### config.mk
export PLATFORM = sky130hd
export DESIGN_NAME = fu_issue_arbiter
export DESIGN_NICKNAME = d
export VERILOG_FILES = /design/src/rtl/fu_issue_arbiter_pkg.sv /design/src/rtl/fu_issue_arbiter_rr_picker.sv /design/src/rtl/fu_issue_arbiter.sv
export SDC_FILE = /design/constraint.sdc
export NUM_CORES = 1
export LEC_CHECK = 0
export CAP_MARGIN = 10
export CORE_ASPECT_RATIO = 1.4
export CORE_UTILIZATION = 40
export CTS_CLUSTER_DIAMETER = 100
export DETAILED_ROUTE_END_ITERATION = 8
export GPL_TIMING_DRIVEN = 0
export PLACE_DENSITY = 0.78
export SLEW_MARGIN = 20
export SYNTH_ARGS = -nofsm -noshare
export SYNTH_HDL_FRONTEND = slang
export SYNTH_HIERARCHICAL = 1
export SYNTH_SLANG_ARGS = --single-unit
### constraint.sdc
create_clock -name in_clk -period 2.2 [get_ports in_clk]
set_input_delay 0.55 -clock in_clk [delete_from_list [all_inputs] [get_ports in_clk]]
set_output_delay 0.55 -clock in_clk [all_outputs]
set_load 0.03 [all_outputs]
### src/rtl/fu_issue_arbiter_pkg.sv
// rtl/fu_issue_arbiter_pkg.sv - shared types and sizing for the FU issue arbiter
package fu_issue_arbiter_pkg;

   localparam int NUM_RS      = 4;
   localparam int RS_IDX_SIZE = 3;
   localparam int TIMEOUT     = 64;

   localparam int IDX_W = RS_IDX_SIZE + 1;
   localparam int SRC_W = $clog2(NUM_RS);
   localparam int CNT_W = $clog2(TIMEOUT) + 1;

   localparam logic [IDX_W-1:0] INVALID_RS_INDEX = {1'b1, {RS_IDX_SIZE{1'b0}}};

   typedef enum logic [1:0] {
      IDLE  = 2'd0,
      ISSUE = 2'd1,
      EXEC  = 2'd2,
      FLUSH = 2'd3
   } arb_state_t;

   // Round-robin successor of a winner, wrapping at NUM_RS rather than at 2**SRC_W.
   function automatic logic [SRC_W-1:0] next_ptr(input logic [SRC_W-1:0] winner);
      if (winner == SRC_W'(NUM_RS - 1)) begin
         return '0;
      end
      return winner + 1'b1;
   endfunction

endpackage

### src/rtl/fu_issue_arbiter_rr_picker.sv
// rtl/fu_issue_arbiter_rr_picker.sv - combinational round-robin pick starting at rr_ptr
module fu_issue_arbiter_rr_picker
   import fu_issue_arbiter_pkg::*;
(
   input  logic [NUM_RS-1:0] req,
   input  logic [SRC_W-1:0]  rr_ptr,
   output logic [SRC_W-1:0]  winner,
   output logic              any_req
);

   int idx;

   // Scan farthest offset first so the closest requester to rr_ptr is the last write.
   always_comb begin
      winner  = '0;
      any_req = 1'b0;
      idx     = 0;
      for (int off = NUM_RS - 1; off >= 0; off--) begin
         idx = (int'(rr_ptr) + off) % NUM_RS;
         if (req[idx[SRC_W-1:0]]) begin
            winner  = idx[SRC_W-1:0];
            any_req = 1'b1;
         end
      end
   end

endmodule

### src/rtl/fu_issue_arbiter.sv
// rtl/fu_issue_arbiter.sv - shares one FU among NUM_RS reservation stations with flush support
// Optional EXEC watchdog and sticky out_timeout enabled by FU_ISSUE_TIMEOUT_EN.
module fu_issue_arbiter
   import fu_issue_arbiter_pkg::*;
(
   input  logic                         in_clk,
   input  logic                         in_rst,
   input  logic [NUM_RS-1:0][IDX_W-1:0] in_rs_ready_index,
   input  logic                         in_fu_ready,
   input  logic                         in_fu_done,
   input  logic                         in_rob_is_mispred,
   output logic [NUM_RS-1:0]            out_rs_grant,
   output logic                         out_fu_start,
   output logic [SRC_W-1:0]             out_fu_src,
   output logic [IDX_W-1:0]             out_fu_entry_index,
   output logic                         out_fu_kill,
`ifdef FU_ISSUE_TIMEOUT_EN
   output logic                         out_timeout,
`endif
   output logic                         out_busy
);

   arb_state_t        state_q, state_d;
   logic [SRC_W-1:0]  rr_ptr_q, rr_ptr_d;
   logic [NUM_RS-1:0] grant_q, grant_d;
   logic              start_q, start_d;
   logic [SRC_W-1:0]  src_q, src_d;
   logic [IDX_W-1:0]  entry_q, entry_d;
   logic              kill_q, kill_d;
   logic              busy_q, busy_d;
`ifdef FU_ISSUE_TIMEOUT_EN
   logic [CNT_W-1:0]  exec_cnt_q, exec_cnt_d;
   logic              timeout_q, timeout_d;
`endif

   logic [NUM_RS-1:0] req;
   logic [SRC_W-1:0]  winner;
   logic              any_req;

   always_comb begin
      req = '0;
      for (int i = 0; i < NUM_RS; i++) begin
         req[i] = ~in_rs_ready_index[i][RS_IDX_SIZE];
      end
   end

   fu_issue_arbiter_rr_picker u_picker (
      .req     (req),
      .rr_ptr  (rr_ptr_q),
      .winner  (winner),
      .any_req (any_req)
   );

   always_comb begin
      state_d    = state_q;
      rr_ptr_d   = rr_ptr_q;
      grant_d    = '0;
      start_d    = 1'b0;
      src_d      = src_q;
      entry_d    = entry_q;
      kill_d     = 1'b0;
`ifdef FU_ISSUE_TIMEOUT_EN
      exec_cnt_d = exec_cnt_q;
      timeout_d  = timeout_q;
`endif
      // Mispredict overrides everything; kill only matters if the FU holds work.
      if (in_rob_is_mispred) begin
         state_d = FLUSH;
         kill_d  = (state_q == ISSUE) || (state_q == EXEC);
      end else begin
         unique case (state_q)
            IDLE: begin
               if (any_req && in_fu_ready) begin
                  state_d         = ISSUE;
                  grant_d[winner] = 1'b1;
                  start_d         = 1'b1;
                  src_d           = winner;
                  entry_d         = in_rs_ready_index[winner];
                  rr_ptr_d        = next_ptr(winner);
               end
            end
            ISSUE: begin
               state_d    = EXEC;
`ifdef FU_ISSUE_TIMEOUT_EN
               exec_cnt_d = '0;
`endif
            end
            EXEC: begin
               if (in_fu_done) begin
                  state_d = IDLE;
`ifdef FU_ISSUE_TIMEOUT_EN
               end else if (exec_cnt_q == CNT_W'(TIMEOUT - 1)) begin
                  state_d   = FLUSH;
                  kill_d    = 1'b1;
                  timeout_d = 1'b1;
               end else begin
                  exec_cnt_d = exec_cnt_q + 1'b1;
`endif
               end
            end
            FLUSH: begin
               state_d = IDLE;
            end
            default: begin
               state_d = IDLE;
            end
         endcase
      end
      busy_d = (state_d == ISSUE) || (state_d == EXEC);
   end

   always_ff @(posedge in_clk) begin
      if (in_rst) begin
         state_q    <= IDLE;
         rr_ptr_q   <= '0;
         grant_q    <= '0;
         start_q    <= 1'b0;
         src_q      <= '0;
         entry_q    <= INVALID_RS_INDEX;
         kill_q     <= 1'b0;
         busy_q     <= 1'b0;
`ifdef FU_ISSUE_TIMEOUT_EN
         exec_cnt_q <= '0;
         timeout_q  <= 1'b0;
`endif
      end else begin
         state_q    <= state_d;
         rr_ptr_q   <= rr_ptr_d;
         grant_q    <= grant_d;
         start_q    <= start_d;
         src_q      <= src_d;
         entry_q    <= entry_d;
         kill_q     <= kill_d;
         busy_q     <= busy_d;
`ifdef FU_ISSUE_TIMEOUT_EN
         exec_cnt_q <= exec_cnt_d;
         timeout_q  <= timeout_d;
`endif
      end
   end

   assign out_rs_grant       = grant_q;
   assign out_fu_start       = start_q;
   assign out_fu_src         = src_q;
   assign out_fu_entry_index = entry_q;
   assign out_fu_kill        = kill_q;
   assign out_busy           = busy_q;
`ifdef FU_ISSUE_TIMEOUT_EN
   assign out_timeout        = timeout_q;
`endif

endmodule

# [After elaboration in Yosys (flattened, before gate mapping)]
# Cells that the tools add are included.
[word_totals] ff_bits=17 out_inout_bits=13 wordCells=71
[classes] addsub=4 magnitude_cmp=6 eq_ne=6 mux=31 bitwise_logic=7 reduce_logical=9
[ops] cell="$mux W2" n=9
[ops] cell="$lt A2 B3 Y1 const B" n=5
[ops] cell="$mux W1" n=14
[ops] cell="$bmux W1 S2" n=4
[ops] cell="$bmux W4 S2" n=1
[ops] cell="$eq A2 B2 Y1 const B" n=4
[ops] cell="$pmux W2 S4" n=1
[ops] cell="$not A1 Y1" n=7
[ops] cell="$add A2 B1 Y2 const B" n=2
[ops] cell="$add A2 B2 Y2 const B" n=2
[ops] cell="$eq A2 B1 Y1 const B" n=2
[ops] cell="$mux W4" n=1
[ops] cell="$reduce_or A4 Y1" n=1
[ops] cell="$reduce_and A3 Y1" n=1
[ops] cell="$reduce_or A3 Y1" n=1
[ops] cell="$demux W1 S2" n=1
[ops] cell="$ge A2 B1 Y1 const B" n=1
[ops] cell="$logic_and A1 B1 Y1" n=2
[ops] cell="$logic_not A2 Y1" n=1
[ops] cell="$logic_or A1 B1 Y1" n=2
[ops] cell="$reduce_or A2 Y1" n=1

# [Logic depth before layout (Yosys ltp)]
# Gate-level depths: netlist of run 1.
[logic_depth] ltp_word=13 depth_mapped=9

# [Cells and area by module]
# Netlist of run 1, hierarchy kept.
[modules_own_cells] mod="fu_issue_arbiter" n_inst=1 cells_each=86 area_per_inst_um2=832.0 seq_area_each_um2=340.3
[modules_own_cells] mod="fu_issue_arbiter_rr_picker" n_inst=1 cells_each=13 area_per_inst_um2=77.6 seq_area_each_um2=0.0

# [Least setup slack after synthesis of run 1]
# No wires, ideal clock.
[synth_path] path_kind="in2reg" startpoint="in in_rs_ready_index[15] (netlist name)" endpoint="reg entry_q[0], in the netlist out_fu_entry_index[0]" arrival_ns=1.844 required_time_ns=2.068 setup_slack_ns=0.224 path_stages=7 n_path_buf=1 path_cell_list="inv_1 -> mux2i_1 -> a211oi_2 -> buf_2 -> mux4_2 -> nand2_1 -> a21oi_1"
[synth_via] elab_chain_cells=9 elab_cells_between_ends=21
[synth_lines] item="start, declared" line_no="fu_issue_arbiter.sv:8" rtl="input logic [NUM_RS-1:0][IDX_W-1:0] in_rs_ready_index,"
[synth_lines] item="$not A1 Y1 (*)" line_no="fu_issue_arbiter.sv:43" rtl="req[i] = ~in_rs_ready_index[i][RS_IDX_SIZE];"
[synth_lines] item="$bmux W1 S2" line_no="fu_issue_arbiter_rr_picker.sv:20" rtl="if (req[idx[SRC_W-1:0]]) begin"
[synth_lines] item="$mux W1 (not written as such)" line_no="fu_issue_arbiter_rr_picker.sv:20"
[synth_lines] item="$mux W2 (3 in a row)" line_no="fu_issue_arbiter_rr_picker.sv:20"
[synth_lines] item="$mux W2 (*)" line_no="fu_issue_arbiter_rr_picker.sv:20"
[synth_lines] item="net winner[0]" line_no="fu_issue_arbiter.sv:37" rtl="logic [SRC_W-1:0] winner;"
[synth_lines] item="$bmux W4 S2 (*)" line_no="fu_issue_arbiter.sv:78" rtl="entry_d = in_rs_ready_index[winner];"
[synth_lines] item="$mux W4 (not written as such) (*)" line_no="fu_issue_arbiter.sv:78"
[synth_lines] item="end signal, assigned" line_no="fu_issue_arbiter.sv:132" rtl="entry_q <= entry_d;"
[synth_lines] item="end, declared" line_no="fu_issue_arbiter.sv:28" rtl="logic [IDX_W-1:0] entry_q, entry_d;"
# Mark *: on every way through the listed nets, which the timed path passes. The rest lies on a longest branch. The select of a mux whose other input is x is not followed.
# A chain may end at the register's enable or synchronous reset.

# [Worst setup path after layout of run 1]
[layout_path] startpoint="in in_rs_ready_index[7] (netlist name)" endpoint="reg entry_q[1], in the netlist out_fu_entry_index[1]"
[layout_via] elab_chain_cells=9 elab_cells_between_ends=21
[layout_lines] item="$not A1 Y1 (*)" line_no="fu_issue_arbiter.sv:43"
[layout_lines] item="net req[1]" line_no="fu_issue_arbiter.sv:36" rtl="logic [NUM_RS-1:0] req;"
[layout_lines] item="$bmux W1 S2" line_no="fu_issue_arbiter_rr_picker.sv:20"
[layout_lines] item="$mux W1 (not written as such)" line_no="fu_issue_arbiter_rr_picker.sv:20"
[layout_lines] item="$mux W2 (3 in a row)" line_no="fu_issue_arbiter_rr_picker.sv:20"
[layout_lines] item="$mux W2 (*)" line_no="fu_issue_arbiter_rr_picker.sv:20"
[layout_lines] item="net winner[0]" line_no="fu_issue_arbiter.sv:37"
[layout_lines] item="$bmux W4 S2 (*)" line_no="fu_issue_arbiter.sv:78"
[layout_lines] item="$mux W4 (not written as such) (*)" line_no="fu_issue_arbiter.sv:78"
# Marked as above.

==> metrics, run 1 <==
Synth Area in Compound Gates=0.162; Sink Count=17; die height=58.4 µm; slew margin rel.=0.701; reg2reg start=rr_ptr_q[1]; DR WL/cell=12.8 µm; Worst Setup SP=in_rs_ready_index[7]; gpl congestion=0.793; root buf cell=clkbuf_4; Seq/Total Area, Yosys=0.374; type of origin of the critical path=input port; worst-margin pin slew=448 ps; total die area=0.00247 mm²; post-synthesis xor/xnor area fraction=0; Syn Area/Cell=9.19 µm²; max_cap viols=0; worst setup margin=110 ps; maximum vdd drop=238 µV; number of inserted diodes=0; max-slew violations=0; Yosys reg bits=17; worst clock skew=2.40 ps; synthesis warning total=6; Netlist Area Pre-Place=910 µm²; Finish-stage setup viols=0; clock power share=0.236; I/O pin cnt=34; crit path kind=input port to flip-flop; hold_sp=out_fu_src[0]; number of global-route vias before repair=740; crit end category=flip-flop; pin count of the biggest net entering global routing=11; IO buf count=33; initial antenna violation count=0; final design utilization=0.614; vias per inst=5.14; Longest Clk Path Bufs=2; layout net count=166; Final Cycle Share=0.950; crit path max fanout=7; pre-CTS worst setup slack=-360 ps; cts bufs inserted=3; Post-Synthesis Net Count=127; DRC viols=0; outcome=finished, final reports clean; worst skew pair latency=280 ps; global-route wire length before repair=3220 µm; Hold Crit Class=flip-flop to flip-flop; Area Overhead vs Synth=45.3%; RSZ-0062 raised after global routing=no; Post-Synth Simple-Gate Area=0.198; layout cells sized above 1=0.153; 1st-pass router iterations=4; power density cells=516 mW/mm²; NetSw=190 µW; commonest non-fill, non-tap cell in the layout=clkdlybuf4s50_1; CTS tree=yes; wirelength, routed=2040 µm; H-tree Lvls=1; total grt overflow=0; Leakage=0.000534 µW; Worst Path Arrival=2240 ps; number of library cell types mapped by synthesis=30; sequential share of power=0.485; Final Hold Viols=0; mux cell area share after synthesis=0.110; antenna violation net count after detailed routing=0; Total GRT Usage=0.170; post-DP HPWL=1660 µm; cell internal pwr=492 µW; starting density of the core=0.423; Net Sw Frac=0.279; main combinational cell family by area after synthesis=simple AND/OR/NAND/NOR gates; Max Clk Rate=478 MHz; routed vias=817; DIE WIDTH=42.3 µm; Syn Inst Count=99; WP data required=2350 ps; Core Area=0.00215 mm²; combinational share of power=0.279; number of DRC markers in iteration 0=12; # hold bufs at CTS=0; FP Rows=20; Synth Area in Adders=0.0963; crit path time final=2090 ps; commonest non-fill, non-tap cells in the layout=31 x clkdlybuf4s50_1, 17 x dfxtp_1, 16 x nand2_1; clk slew on worst S/H paths=90 ps
==> timing repair <==
item                       4_1_cts  5_1_grt
buffers inserted                 0        1
resized for setup                2        7
setup endpoints to repair        4        6
pin swaps                        1        1
==> logic make-up (layout without fill, tap and decap cells) <==
kind of cell / Yosys count / in the layout
fa+ha+maj: 7 / 7
mux: 5 / 5
buf+inv: 12 / 50
compound gates: 21 / 21
simple gates: 37 / 37
flops: 17 / 17
==> cell usage after synthesis <==
library cell  number  area share
o311a_1            1       0.011
nand2b_4           1       0.015
a2111oi_2          1       0.017
nand3_1            1      0.0055
nor2_1             8       0.033
o21ai_0            1      0.0055
a22oi_1            1      0.0083
dfxtp_1           17        0.37
and2_1             4       0.028
inv_1              8       0.033
buf_2              1      0.0055
a211oi_2           1       0.014
buf_6              1       0.012
nand2b_1           2       0.014
a21o_2             2       0.019
clkbuf_1           1      0.0041
nor2b_1            1      0.0069
inv_2              1      0.0041
nor3b_1            2       0.017
nand2_1           16       0.066
ha_1               7       0.096
mux2i_1            1       0.011
a21oi_1           10       0.055
or3_1              1      0.0069
o21ai_1            1      0.0055
a311oi_1           1      0.0096
mux4_2             4       0.099
a2111oi_0          1      0.0096
a211oi_1           1      0.0083
nand4_1            1      0.0069
==> worst paths after layout <==
path                           end  slack [ps]  depth (start not counted)
min                  out_fu_src[0]         460                          2
max reg2reg  out_fu_entry_index[1]         280                          7
max          out_fu_entry_index[1]         110                          8
min reg2reg          out_fu_src[0]         460                          2
==> cell type report <==
class	count	area, µm²
fillers	193	831
inverters	9	33.8
flip-flops and latches	17	340
multi-input cells	70	524
well taps	22	27.5
clock buffers	4	26.3
repair buffers	34	343
plain buffers	3	26.3
==> worst max-delay path: stages <==
cell and delay [ps]:
clkdlybuf4s50_1 390, inv_1 110, a21oi_2 50, a211oi_2 300
buf_6 190, mux4_2 490, nand2_1 80, a21oi_1 70
==> through the flow <==
step / std cells / hold slack (ps) / instance area [µm²] / power (µW) / setup TNS (ps)
floorplan: 99 / 456 / 910 / 448 / 0
global placement: 154 / 444 / 1270 / 517 / -2090
detailed placement: 154 / 453 / 1270 / 524 / -2480
CTS: 158 / 466 / 1300 / 684 / 0
global route: 159 / 482 / 1320 / 717 / 0
finish: 159 / 462 / 1320 / 682 / 0
==> layer usage <==
layer	vias up	share of wire	wire, µm	GRT usage
met2	20	0.58	1180	0.327
li1	419	-	-	-
met1	374	0.37	761	0.177
met5	-	0	0	0
met3	4	0.024	48	0.00920
met4	0	0.024	48	0.103
==> power by group through the flow <==
stage	logic, µW	registers, µW	clock network [µW]
2_1_floorplan	94.0	354	0
3_3_place_gp	180	337	0
3_5_place_dp	186	338	0
4_1_cts	188	331	165
5_1_grt	209	333	175
6_report	191	331	161
==> sequential cells by signal, summed over array words and instances (netlist names) <==
register and count:
out_fu_start 1, out_fu_src 2, rr_ptr_q 2, out_fu_entry_index 4, out_busy 1, state_q 2, out_rs_grant 4, out_fu_kill 1
Note: power is estimated with default switching activity, not from simulation.
==> inputs of run 2 (changes only) <==
--- a/config.mk
+++ b/config.mk
@@ -11,9 +11,8 @@
 export CTS_CLUSTER_DIAMETER = 100
 export DETAILED_ROUTE_END_ITERATION = 8
 export GPL_TIMING_DRIVEN = 0
-export PLACE_DENSITY = 0.78
+export PLACE_DENSITY = 0.79
 export SLEW_MARGIN = 20
 export SYNTH_ARGS = -nofsm -noshare
 export SYNTH_HDL_FRONTEND = slang
-export SYNTH_HIERARCHICAL = 1
 export SYNTH_SLANG_ARGS = --single-unit
==> metrics, run 2 <==
outcome=finished, final reports clean; commonest non-fill, non-tap cells in the layout=32 x clkdlybuf4s50_1, 17 x dfxtp_1, 8 x ha_1; root buf cell=clkbuf_4; Longest Clk Path Bufs=2 (unchanged); slew margin rel.=0.728 (+0.0267); DIE WIDTH=41.7 µm (-1.4%); synthesis warning total=0 (-6); Final Cycle Share=0.955 (+0.00471); IO buf count=33 (unchanged); worst clock skew=1.89 ps (-0.504 ps); crit path kind=input port to flip-flop; initial antenna violation count=0 (unchanged); post-synthesis xor/xnor area fraction=0 (unchanged); power density cells=534 mW/mm² (+3.4%); number of library cell types mapped by synthesis=31 (+3.3%); Final Hold Viols=0 (unchanged); global-route wire length before repair=3080 µm (-4.3%); number of inserted diodes=0 (unchanged); FP Rows=19 (-5.0%); worst-margin pin slew=408 ps (-40.1 ps); clk slew on worst S/H paths=90 ps (about the same); EDFF count, synth=0 (unchanged); Hold Crit Class=flip-flop to flip-flop; gpl congestion=0.751 (-5.2%); Leakage=0.000515 µW (-3.5%); cell depth of the worst min-delay path=2 (unchanged); Multi-input gate area=504 µm² (-3.8%); WP data required=2370 ps (+20 ps); Core Area=0.00202 mm² (-6.1%); die height=57.6 µm (-1.5%); Seq/Total Area, Yosys=0.386 (+0.0117); pin count of the biggest net entering global routing=11 (unchanged); vias per inst=5.27 (+2.5%); Finished Layout Cells=150 (-5.7%); Worst Path Arrival=2270 ps (+30 ps); commonest non-fill, non-tap cell in the layout=clkdlybuf4s50_1; post-synth top area share=0.386 (+0.0117); cell taking the most area after synthesis=dfxtp_1; layout cells sized above 1=0.0853 (-0.0680); crit path max fanout=10 (+3); number of DRC markers in iteration 0=11 (-1); crit path time final=2100 ps (+10.4 ps); starting density of the core=0.437 (+0.0139); routed vias=790 (-3.3%); layout net count=159 (-4.2%); I/O pin cnt=34 (unchanged); crit end category=flip-flop; antenna violation net count after detailed routing=0 (unchanged); mux cell area share after synthesis=0.0851 (-0.0249); Total GRT Usage=0.164 (-0.00557); most instantiated cells after synthesis=17 x dfxtp_1, 8 x ha_1, 7 x nand2_1; most frequent cell after synthesis=dfxtp_1; FF+latch area=340 µm² (unchanged); cts bufs inserted=3 (unchanged); final design utilization=0.630 (+0.0158); Post-Synthesis Net Count=121 (-4.7%); wirelength, routed=1780 µm (-13%); total grt overflow=0 (unchanged); dpl cell area=0.00124 mm² (-2.3%); worst skew pair latency=270 ps (about the same); R2R Setup Slk=390 ps (+110 ps); Synth Area in Compound Gates=0.159 (-0.00345); H-tree Lvls=1 (unchanged); max-slew violations=0 (unchanged); DRC viols=0 (unchanged); Yosys reg bits=17 (unchanged); # placed instances=146 (-5.2%); max_cap viols=0 (unchanged); Post-Synth Simple-Gate Area=0.209 (+0.0104); Syn Inst Count=92 (-7.1%); final instance area=0.00127 mm² (-3.7%); Synth async-reset ratio=0 (unchanged); number of global-route vias before repair=778 (+5.1%); top cells by area, synth=dfxtp_1 39%, ha_1 11%, and2_1 3.5%; type of origin of the critical path=input port; Syn Area/Cell=9.59 µm² (+4.4%); 1st-pass router iterations=4 (unchanged); Fill cells=179 (-7.3%); maximum vdd drop=441 µV (+85%); Reg2Reg Depth=6 (-1); Finish-stage setup viols=0 (unchanged); RSZ-0062 raised after global routing=no; total die area=0.00240 mm² (-2.9%); Primary FF master, synth=dfxtp_1; Synth Area in Adders=0.113 (+0.0172); main combinational cell family by area after synthesis=simple AND/OR/NAND/NOR gates; Area Overhead vs Synth=44.3%; CTS tree=yes; # hold bufs at CTS=0 (unchanged); DR WL/cell=11.9 µm (-7.3%); Max Clk Rate=476 MHz (-0.49%); Netlist Area Pre-Place=882 µm² (-3.0%); post-DP HPWL=1410 µm (-15%); Sink Count=17 (unchanged)
==> run 2: cell count changes in the layout (fill, tap and decap cells not counted), moves of 3 or more <==
cell	change
a21oi_1	-3
a221o_1	+3
inv_2	-3
mux4_2	-4
nand2_1	-9
nor3_1	+3
==> run 2: metal layers <==
| layer | wire [µm] | global-route usage |
|---|---|---|
| met1 | 754 | 0.172 |
| met3 | 49 | 0.0380 |
| met4 | 22 | 0.0829 |
| met2 | 958 | 0.301 |
| met5 | 0 | 0 |
==> run 2: cell type report <==
class	count	area share
multi-input combinational	66	0.396
sequential	17	0.267
timing repair buffer	33	0.262
clock buffer	4	0.0206
tap	21	0.0206
buffer	4	0.0187
inverter	5	0.0147
==> run 2: worst paths after layout <==
path / endpoint / start
worst min register to register: out_fu_src[0] / out_fu_src[0]
worst max-delay path: out_fu_entry_index[2] / in_rs_ready_index[7]
worst max register to register: out_fu_entry_index[2] / rr_ptr_q[1]
worst min-delay path: out_fu_src[0] / out_fu_src[0]
==> run 2: timing repair <==
| item | CTS | global route |
|---|---|---|
| resized for setup | 0 | 2 |
| endpoints found under the setup margin | 0 | 3 |
| setup buffers | 0 | 0 |
==> run 2: logic make-up after synthesis <==
logic type / count (synthesis)
multiplexers: 6
adder cells (fa/ha/maj): 8
buffers and inverters: 9
AO/OA/AOI/OAI: 20
AND/OR/NAND/NOR: 32
flip-flops: 17
==> run 2: report_power, final <==
group | total (µW) | internal [µW] | switching [µW]
logic | 188 | 98.2 | 89.4
registers | 333 | 324 | 9.07
clock network | 158 | 70.2 | 87.9
==> run 2: per-stage QoR <==
step	setup TNS [ps]	setup WS (ps)	hold slack, ps	total power [µW]
2_1_floorplan	0	423	483	448
3_3_place_gp	-606	-193	440	523
3_5_place_dp	-823	-249	447	529
4_1_cts	0	44.1	461	686
5_1_grt	0	21.7	497	720
6_report	0	99.8	460	679
==> run 2: critical path: stages <==
cell and delay [ps]:
clkdlybuf4s50_1 530, nor3b_1 210, o22a_1 190, buf_6 150
mux2_1 330, a221o_1 310
